===== src/rtl/alu_arbiter.sv =====
`default_nettype none
// +----------------------------------------------------------------------------+
// | Module   : alu_arbiter                                                     |
// | Purpose  : Round-robin arbiter sharing one combinational ALU among N_REQ   |
// |            requesters through a two-stage pipeline (issue, then result).   |
// | Option   : ALU_ARB_ERR_EN adds sticky illegal-opcode flags.                |
// | Revision : 1.0                                                             |
// +----------------------------------------------------------------------------+
module alu_arbiter #(
  parameter int DATA_WIDTH = 32,
  parameter int N_REQ      = 4
) (
  input  logic                        clk,
  input  logic                        reset,
  input  logic [N_REQ-1:0]            req_valid,
  output logic [N_REQ-1:0]            req_ready,
  input  logic [3*N_REQ-1:0]          req_ctrl,
  input  logic [DATA_WIDTH*N_REQ-1:0] req_in0,
  input  logic [DATA_WIDTH*N_REQ-1:0] req_in1,
  output logic [2:0]                  alu_ctrl,
  output logic [DATA_WIDTH-1:0]       alu_in0,
  output logic [DATA_WIDTH-1:0]       alu_in1,
  input  logic [DATA_WIDTH-1:0]       alu_out,
  output logic [N_REQ-1:0]            rsp_valid,
  output logic [DATA_WIDTH-1:0]       rsp_data
`ifdef ALU_ARB_ERR_EN
  ,
  output logic                        err_illegal,
  output logic [N_REQ-1:0]            err_src
`endif
);

  localparam int IDX_W = (N_REQ > 1) ? $clog2(N_REQ) : 1;
  localparam logic [N_REQ-1:0] ONE_HOT0 = {{(N_REQ-1){1'b0}}, 1'b1};

  logic [2:0]            ctrl_arr [N_REQ];
  logic [DATA_WIDTH-1:0] in0_arr  [N_REQ];
  logic [DATA_WIDTH-1:0] in1_arr  [N_REQ];

  for (genvar gi = 0; gi < N_REQ; gi++) begin : g_unpack
    assign ctrl_arr[gi] = req_ctrl[3*gi +: 3];
    assign in0_arr[gi]  = req_in0[DATA_WIDTH*gi +: DATA_WIDTH];
    assign in1_arr[gi]  = req_in1[DATA_WIDTH*gi +: DATA_WIDTH];
  end

  logic [IDX_W-1:0]      last_grant_q, last_grant_d;
  logic                  s1_valid_q, s1_valid_d;
  logic [IDX_W-1:0]      s1_owner_q, s1_owner_d;
  logic [2:0]            alu_ctrl_q, alu_ctrl_d;
  logic [DATA_WIDTH-1:0] alu_in0_q, alu_in0_d;
  logic [DATA_WIDTH-1:0] alu_in1_q, alu_in1_d;
  logic [N_REQ-1:0]      rsp_valid_q, rsp_valid_d;
  logic [DATA_WIDTH-1:0] rsp_data_q, rsp_data_d;

  logic [IDX_W-1:0]      grant_idx;
  logic [IDX_W-1:0]      cand_idx;
  logic                  grant_found;
  logic                  accept;
  int                    cand;

  // Walk the ring starting just after the previous winner; first valid wins.
  always_comb begin
    grant_idx   = last_grant_q;
    grant_found = 1'b0;
    cand        = 0;
    cand_idx    = '0;
    for (int off = 1; off <= N_REQ; off++) begin
      cand     = (int'(last_grant_q) + off) % N_REQ;
      cand_idx = IDX_W'(cand);
      if (!grant_found && req_valid[cand_idx]) begin
        grant_found = 1'b1;
        grant_idx   = cand_idx;
      end
    end
  end

  assign accept    = grant_found && !reset;
  assign req_ready = accept ? (ONE_HOT0 << grant_idx) : '0;

  always_comb begin
    last_grant_d = last_grant_q;
    s1_valid_d   = accept;
    s1_owner_d   = s1_owner_q;
    alu_ctrl_d   = alu_ctrl_q;
    alu_in0_d    = alu_in0_q;
    alu_in1_d    = alu_in1_q;
    if (accept) begin
      last_grant_d = grant_idx;
      s1_owner_d   = grant_idx;
      alu_ctrl_d   = ctrl_arr[grant_idx];
      alu_in0_d    = in0_arr[grant_idx];
      alu_in1_d    = in1_arr[grant_idx];
    end
  end

  // Compare ops return only the flag bit; opcodes 6/7 complete with zero.
  always_comb begin
    rsp_valid_d = '0;
    rsp_data_d  = rsp_data_q;
    if (s1_valid_q) begin
      rsp_valid_d = ONE_HOT0 << s1_owner_q;
      case (alu_ctrl_q)
        3'd3, 3'd4, 3'd5: rsp_data_d = {{(DATA_WIDTH-1){1'b0}}, alu_out[0]};
        3'd6, 3'd7:       rsp_data_d = '0;
        default:          rsp_data_d = alu_out;
      endcase
    end
  end

  always_ff @(posedge clk) begin
    if (reset) begin
      last_grant_q <= IDX_W'(N_REQ - 1);
      s1_valid_q   <= 1'b0;
      s1_owner_q   <= '0;
      alu_ctrl_q   <= '0;
      alu_in0_q    <= '0;
      alu_in1_q    <= '0;
      rsp_valid_q  <= '0;
      rsp_data_q   <= '0;
    end else begin
      last_grant_q <= last_grant_d;
      s1_valid_q   <= s1_valid_d;
      s1_owner_q   <= s1_owner_d;
      alu_ctrl_q   <= alu_ctrl_d;
      alu_in0_q    <= alu_in0_d;
      alu_in1_q    <= alu_in1_d;
      rsp_valid_q  <= rsp_valid_d;
      rsp_data_q   <= rsp_data_d;
    end
  end

  assign alu_ctrl  = alu_ctrl_q;
  assign alu_in0   = alu_in0_q;
  assign alu_in1   = alu_in1_q;
  assign rsp_valid = rsp_valid_q;
  assign rsp_data  = rsp_data_q;

`ifdef ALU_ARB_ERR_EN
  logic             err_illegal_q;
  logic [N_REQ-1:0] err_src_q;
  logic             illegal_accept;

  assign illegal_accept = accept && (ctrl_arr[grant_idx][2:1] == 2'b11);

  always_ff @(posedge clk) begin
    if (reset) begin
      err_illegal_q <= 1'b0;
      err_src_q     <= '0;
    end else if (illegal_accept) begin
      err_illegal_q <= 1'b1;
      err_src_q     <= err_src_q | req_ready;
    end
  end

  assign err_illegal = err_illegal_q;
  assign err_src     = err_src_q;
`else
  // Illegal opcodes still complete with zero data; no flags are kept.
`endif

endmodule
`default_nettype wire


===== config.mk =====
export PLATFORM = sky130hd
export DESIGN_NAME = alu_arbiter
export DESIGN_NICKNAME = d
export VERILOG_FILES = /design/src/rtl/alu_arbiter.sv
export SDC_FILE = /design/constraint.sdc
export NUM_CORES = 1
export LEC_CHECK = 0
export ABC_CLOCK_PERIOD_IN_PS = 1800
export CAP_MARGIN = 15
export CORE_AREA = 3 3 159 161
export DETAILED_ROUTE_END_ITERATION = 6
export DIE_AREA = 0 0 162 164
export HOLD_SLACK_MARGIN = 0.15
export PLACE_DENSITY = 0.71
export REMOVE_ABC_BUFFERS = 1
export SLEW_MARGIN = 0
export SYNTH_ARGS = -nofsm -noshare
export SYNTH_HDL_FRONTEND = slang
export SYNTH_SLANG_ARGS = --single-unit

===== constraint.sdc =====
create_clock -name clk -period 1.8 [get_ports clk]
set_clock_uncertainty 0.2 [all_clocks]
set_input_delay 0.36 -clock clk [delete_from_list [all_inputs] [get_ports clk]]
set_output_delay 0.36 -clock clk [all_outputs]
set_load 0.05 [all_outputs]

After elaboration in Yosys (flattened, before gate mapping)
Index checks and enable logic that the tools add are counted. Widths: inputs -> output; s select.

Latch bits: 0. Bits in read-only memories: 0. Memories: 0. Register bits after elaboration: 108. Memory bits (writable): 0. Word-level logic and storage cells: 64.

Eq/ne operators: 5. Add/sub/neg operators: 4. Multipliers: 0. Divide/modulo/power cells: 0. Reduce and logical (&&, ||, !) cells: 11. Shift-type cells: 2. Magnitude comparators: 5. Bitwise logic cells: 2. Multiplexer cells: 27.

Operators with widths (count): $bmux 32 s2 (2); $mux 32 (4); $pmux 32 s2 (1); $eq 3x3->1 const B (4); $lt 2x3->1 const B (4); $bmux 1 s2 (4); $mux 1 (8); $mux 2 (4); $shl 1x2->4 const A (2); $bmux 3 s2 (1); $mux 3 (2); $add 2x1->2 const B (2); $add 2x2->2 const B (2); $logic_and 1x1->1 (4); $logic_not 1->1 (4); $mux 4 (1); $reduce_or 2->1 (2); $eq 3x2->1 const B (1); $ge 3x3->1 const B (1); $not 2->3 (1); $reduce_or 3->1 (1); $not 1->1 (1).

Depth between registers and ports, before layout
Gate-level depths: netlist (run 1).

Word-level depth: 17. Mapped depth: 8. Depth with buffers taken out: 5.

Least setup slack after synthesis (run 1)
Ideal clock, no wire load.

Path kind: input port to output port. Start: input port req_valid[3]. End: output port req_ready[0]. Setup slack: -0.653 ns. Required time: 1.240 ns. Stages: 6. Arrival: 1.893 ns. Path through: nor2b_4 -> o21ai_1 -> buf_2 -> buf_2 -> nand3_1 -> nor2_1.

Cells in the longest elaborated chain, start to end: 14.

RTL lines: from (decl) (line 15) `input logic [N_REQ-1:0] req_valid,`; $bmux 1 s2 (line 70) `if (!grant_found && req_valid[cand_idx]) begin`; $mux 1 (implied by the code) (line 70); $mux 1 (line 70); $logic_not 1->1 (line 70); $logic_and 1x1->1 (line 70); $mux 1 (line 70); $logic_not 1->1 (line 70); $logic_and 1x1->1 (line 70); $mux 1 (line 70); $logic_not 1->1 (line 70); $logic_and 1x1->1 (line 70); $mux 2 or $mux 1 (tied branches) (line 70); $shl 1x2->4 or $logic_and 1x1->1 (tied branches) (line 78, 77); $mux 4 * (line 78) `assign req_ready = accept ? (ONE_HOT0 << grant_idx) : '0;`; to (decl) (line 16) `output logic [N_REQ-1:0] req_ready,`.

Every way passes the cells marked *; elsewhere a longest branch is shown, timed or not. The select of a mux whose other input is x is not followed.

Final worst setup path (run 1)
Start: register last_grant_q[0]. End: output port req_ready[1].

Cells in the longest elaborated chain, start to end: 15.

RTL lines: from (decl) (line 46) `logic [IDX_W-1:0] last_grant_q, last_grant_d;`; from (signal assigned) (line 112) `last_grant_q <= IDX_W'(N_REQ - 1);`; from (signal assigned) (line 121) `last_grant_q <= last_grant_d;`; $add 2x1->2 (line 68) `cand = (int'(last_grant_q) + off) % N_REQ;`; $bmux 1 s2 (line 70); $mux 1 (implied by the code) (line 70); $mux 1 (line 70); $logic_not 1->1 (line 70); $logic_and 1x1->1 (line 70); $mux 1 (line 70); $logic_not 1->1 (line 70); $logic_and 1x1->1 (line 70); $mux 1 (line 70); $logic_not 1->1 (line 70); $logic_and 1x1->1 (line 70); $mux 2 or $mux 1 (tied branches) (line 70); $shl 1x2->4 or $logic_and 1x1->1 (tied branches) (line 78, 77); $mux 4 * (line 78).

Marked as above.

==> results of run 1 <==
area by class of cell:
cell class,count,share of cell area (%)
repair buffers,512,44.41
multi-input cells,509,33.16
flip-flops and latches,108,16.87
well taps,324,3.159
clock buffers,9,1.755
clock inverters,7,0.6044
inverters,1,0.02925
power by group through the flow:
stage | sequential (µW) | clock (µW) | combinational, µW
floorplan | 3990 | 0 | 1400
global placement | 3020 | 0 | 4630
detailed placement | 3020 | 0 | 4670
CTS | 2980 | 2150 | 5120
global route | 3020 | 2230 | 5530
finish | 2980 | 2080 | 5300
worst max-delay path: cells and delay by family (launching register included):
kind            cells  cell delay, ns
flops               1            0.37
simple gates        3            0.38
compound gates      1            0.17
buf+inv             3            0.41
layer usage:
| layer | vias to the layer above | global-route usage (%) | wire length (µm) |
|---|---|---|---|
| met5 | - | 0 | 0 |
| met1 | 3682 | 26.97 | 12740 |
| met2 | 368 | 36.99 | 15600 |
| li1 | 3569 | - | - |
| met4 | 0 | 6.824 | 790 |
| met3 | 53 | 5.296 | 2289 |
stage by stage:
stage | TNS [ns] | total power [µW] | instances | hold slack (ns) | setup WS [ns]
after floorplan | -366.95 | 5391 | 618 | 0.2291 | -5.282
after global placement | -53.55 | 7648 | 1427 | 0.2485 | -0.8181
after detailed placement | -54.97 | 7695 | 1427 | 0.2470 | -0.8482
after CTS | -18.72 | 10260 | 1460 | 0.2719 | -0.4606
after global routing | -22.96 | 10780 | 1470 | 0.2931 | -0.5101
final | -18.53 | 10360 | 1470 | 0.2719 | -0.4579
synthesized netlist by cell type, drive strengths merged (3+ instances only):
library cell	number	area, µm²
dfxtp	108	2162
nand2	75	284.0
a21o	68	510.5
o211ai	68	845.8
mux2i	67	670.6
nand4	67	419.2
o31ai	67	503.0
clkbuf	44	165.2
nor2	41	153.9
buf	40	314.0
a22oi	31	232.7
a21oi	4	23.77
o21ai	4	20.02
nand2b	3	18.77
worst paths after layout:
path,start,end,slack [ns]
hold / removal,alu_in1[15],alu_in1[15],0.27
setup / recovery,last_grant_q[0],req_ready[1],-0.46
setup reg to reg,last_grant_q[0],alu_in0[14],-0.39
hold reg to reg,alu_in1[15],alu_in1[15],0.27
sequential cells by signal (all words and copies together) (netlist names):
signal	count
last_grant_q	2
alu_ctrl	3
alu_in0	32
rsp_valid	4
alu_in1	32
s1_valid_q	1
rsp_data	32
s1_owner_q	2
logic make-up (layout without fill, tap and decap cells):
family                 count (synthesis)  in the layout  share of synthesized area (%)
buffers and inverters                 85            529                          7.497
multiplexers                          67             67                          10.41
AO/OA/AOI/OAI                        245            245                          33.50
flip-flops                           108            108                          33.56
AND/OR/NAND/NOR                      197            197                          15.03
what timing repair did:
action | in CTS | in global routing
pin swaps | 17 | 6
hold buffers | 0 | 0
buffers inserted | 15 | 6
gates cloned | 6 | 6
gates resized for setup | 93 | 40
endpoints found under the setup margin | 73 | 72
==> reports/summary.txt, run 1 <==
RSZ-0062 raised after global routing = yes
failing checks = negative setup slack
GRT overflow = 0
power per cell area = 807.3 nW/µm²
root buf cell = clkbuf_16
leakage power = 0.005304 µW
Post-DP Area = 11530 µm²
CTS tree = built
worst skew pair latency = 0.35 ns
final setup vio count = 72
Net Sw Frac = 39.02%
share of layout cells above drive strength 1 = 30.19%
Via Count = 7672
die area = 26570 µm²
Synth Instances = 702
area of the multi-input gates = 4257 µm²
Final Cell Area = 12830 µm²
Worst Setup Slack, final = -0.4579 ns
IO Port Bufs = 412
Final period util = 125.4%
Flop pwr share = 28.8%
# Max-Cap Violations = 0
Iter 0 DRT Violations = 429
syn_area_per_cell = 9.177 µm²
post-detail-place hpwl = 22.17 mm
Async S/R FF share, synth = 0%
Slew @ Worst Pin = 0.4865 ns
GP Congestion = 0.8304
Worst Setup Start Kind = register
fin. max-slew vios = 0
drt pass-1 iters = 4
final hold vios = 0
Die Wd = 162 µm
most frequent cells in the layout = 301 x clkdlybuf4s50_1, 110 x buf_4, 107 x dfxtp_1
yosys warns = 0
num rows = 57
Hold Path Class = register to register
Post-synth EDFFs = 0
vias in the first global route = 7673
FF-to-FF path depth = 10
sequential area share after synthesis = 33.56%
Net Sw Power = 4043 µW
Internal Pwr Total = 6319 µW
final core occ = 53.24%
status = finished, violations left
most used flip-flop cell after synthesis = dfxtp_1
H-Tree Depth = 3
Worst path max stage delay = 0.37 ns
Min Clock Period, post-route = 2.258 ns
#FFs+latches synth = 108
clock buffer depth = 2
Post-DRT Antenna Nets = 0
# fillers = 2144
fin nets = 1447
CP Cell Sequence = nand2b_4 > buf_6 > a21oi_4 > nor3_4 > buf_6 > nor2_4 > buf_12
crit path max fanout = 4
Critical Path AT = 1.70 ns
Rel. slew slack = 67.57%
Worst path slowest cell = dfxtp_4
Cell Area, Synth = 6442 µm²
Initial Util = 26.73%
combinational power share = 51.2%
area grow syn2layout = 99.22%
Sequential cell area = 2166 µm²
routed len/inst = 21.37 µm
Crit. End Element = output pin
initial antenna violation count = 0
core area = 24110 µm²
VDD IR-drop max = 450.7 µV
most common cell after layout, fill and taps aside = clkdlybuf4s50_1
critical path class = register to output pin
Via-to-Cell Ratio = 5.219
worst hold stages = 2
TritonCTS Sinks = 108
Die Y = 164 µm
final WL = 31.42 mm
first-pass GRT wire length = 45.17 mm
Fmax = 0.4429 GHz
most frequent CP cell = buf_6
ANT cells = 0
Reg clk slew, reported paths = 0.08 ns
pin count of the biggest net entering global routing = 43
DRC = 0
GRT Util Overall = 21.66%
clock power share = 20.0%
synth unique cells = 34
Req. time, crit path = 1.24 ns
I/O pin count = 413
Num CTS Buffers = 9
Power figures use the tool's default switching activity.
==> run 2: changes to the inputs <==
SLEW_MARGIN = 25   (was 0)
==> results of run 2 <==
No change in the layout: final DEF, timing and power equal those of run 1.
==> run 3: changes to the inputs <==
PLACE_DENSITY = default   (was 0.71)
SLEW_MARGIN = 20   (was 25)
==> run 3 against run 2 <==
  * The flow still finishes with violations (negative setup slack)
  * Core utilization decreased by 2.9 points
  * Worst setup slack improved by 0.045 ns
  * Flip-flop and latch count did not move
  * Power fell by 3.2%
  * Critical path depth stayed put
  * Clock-buffer cell count did not move
  * Routed wire length shrank 2.6%
  * Clock power hardly changed
  * Sequential share of layout area up 0.98 points
  * Via count decreased by 3.9%
  * Non-clock buffer count fell by 24
  * Largest power group unchanged
==> reports/summary.txt, run 3 (same netlist as run 1, synthesis figures left out) <==
initial antenna violation count = 0 (unchanged)
pin count of the biggest net entering global routing = 68 (+58%)
post-detail-place hpwl = 21.82 mm (-1.6%)
Pwr Total = 10030 µW (-3.2%)
Iter 0 DRT Violations = 477 (+11%)
Worst Setup Slack, final = -0.4130 ns (+0.04486 ns)
crit path max fanout = 3 (-1)
Setup TNS Final = -20.90 ns (-2.366 ns)
Die Y = 164 µm (unchanged)
VDD IR-drop max = 345.1 µV (-23%)
Min Clock Period, post-route = 2.213 ns (-0.04487 ns)
root buf cell = clkbuf_16
most frequent cells in the layout = 301 x clkdlybuf4s50_1, 119 x buf_4, 106 x dfxtp_1
Req. time, crit path = 1.24 ns (about the same)
FF-to-FF path depth = 6 (-4)
Fmax = 0.4519 GHz (+2.0%)
critical path class = register to output pin
Final period util = 122.9% (-2.5 points)
Reg clk slew, reported paths = 0.08 ns (about the same)
Final Cell Area = 12140 µm² (-5.4%)
DRC = 0 (unchanged)
Post-DP Area = 11340 µm² (-1.7%)
TritonCTS Sinks = 108 (unchanged)
power per cell area = 826.4 nW/µm² (+2.4%)
GP Congestion = 0.8482 (+2.1%)
Crit. End Element = output pin
RSZ-0062 raised after global routing = yes
first-pass GRT wire length = 45.40 mm (+0.50%)
core area = 24110 µm² (unchanged)
routed len/inst = 21.17 µm (-0.95%)
clock buffer depth = 2 (unchanged)
Rel. slew slack = 41.78% (-26 points)
Critical Path AT = 1.65 ns (-0.05 ns)
area grow syn2layout = 88.42%
Die Wd = 162 µm (unchanged)
worst skew pair latency = 0.36 ns (about the same)
I/O pin count = 413 (unchanged)
final setup vio count = 73 (+1.4%)
H-Tree Depth = 3 (unchanged)
worst hold stages = 2 (unchanged)
Worst Setup Start Kind = register
num rows = 57 (unchanged)
Via-to-Cell Ratio = 5.100 (-2.3%)
Via Count = 7374 (-3.9%)
Post-DRT Antenna Nets = 0 (unchanged)
# fillers = 2279 (+6.3%)
cts hold-fix bufs = 0 (unchanged)
# Max-Cap Violations = 0 (unchanged)
GRT overflow = 0 (unchanged)
Hold Path Class = register to register
final WL = 30.61 mm (-2.6%)
GRT Util Overall = 21.95% (+0.29 points)
Slew @ Worst Pin = 0.8733 ns (+0.3868 ns)
drt pass-1 iters = 5 (+1)
ANT cells = 0 (unchanged)
leakage power = 0.005049 µW (-4.8%)
vias in the first global route = 7374 (-3.9%)
Fin Hold WS = 0.2695 ns (-0.002421 ns)
final hold vios = 0 (unchanged)
post-place setup slack = -1.012 ns (-0.1642 ns)
failing checks = negative setup slack
fin. max-slew vios = 0 (unchanged)
status = finished, violations left
most common cell after layout, fill and taps aside = clkdlybuf4s50_1
die area = 26570 µm² (unchanged)
share of layout cells above drive strength 1 = 28.43% (-1.8 points)
IO Port Bufs = 412 (unchanged)
Initial Util = 26.73% (unchanged)
fin nets = 1423 (-1.7%)
Num CTS Buffers = 9 (unchanged)
CTS tree = built
[run 3: cell count changes in the layout (fill, tap and decap cells not counted), sizes merged]
cell           change
clkdlybuf4s15      -3
bufbuf             -1
buf               -16
clkbuf             -4
[run 3: layer usage]
layer  track usage (%)  share of wire [%]  vias up
met2             37.81                 50      298
met3             4.338                6.7       37
met1             28.02                 42     3536
met5                 0                  0        -
li1                  -                  -     3503
met4             6.088                2.1        0
[run 3: report_power, final]
| part | internal (µW) | switching, µW |
|---|---|---|
| clock network | 990 | 1090 |
| registers | 2710 | 272 |
| logic | 2390 | 2570 |
| total | 6090 | 3940 |
[run 3: what timing repair did]
action	CTS	global route
endpoints found under the setup margin	73	73
resized for setup	67	18
buffers inserted	17	0
pin swaps	4	3
cloned	3	0
[run 3: final timing paths]
check / start / end / slack, ns
setup / recovery: last_grant_q[0] / req_ready[3] / -0.41
hold / removal: alu_in1[11] / alu_in1[11] / 0.27
setup reg to reg: last_grant_q[0] / alu_in0[26] / -0.33
hold reg to reg: alu_in1[11] / alu_in1[11] / 0.27
[run 3: stage by stage]
step	std cells	utilization, %
2_1_floorplan	618	-
3_3_place_gp	1411	47.03
3_5_place_dp	1411	47.03
4_1_cts	1446	50.17
5_1_grt	1446	50.36
6_report	1446	50.36
[run 3: area by class of cell]
type / count / area (µm²) / share of cell area (%)
clock inverters: 7 / 77.57 / 0.6390
multi-input cells: 509 / 4093 / 33.71
clock buffers: 9 / 225.2 / 1.855
well taps: 324 / 405.4 / 3.340
repair buffers: 488 / 5167 / 42.57
inverters: 1 / 3.754 / 0.03092
flip-flops and latches: 108 / 2167 / 17.85
[run 3: worst max-delay path: stages, from the launching register on]
cell,delay (ns)
dfxtp_4,0.36
nand2b_4,0.17
a21oi_4,0.16
nor3_4,0.05
buf_6,0.13
buf_12,0.12
nor2_2,0.15
buf_12,0.15
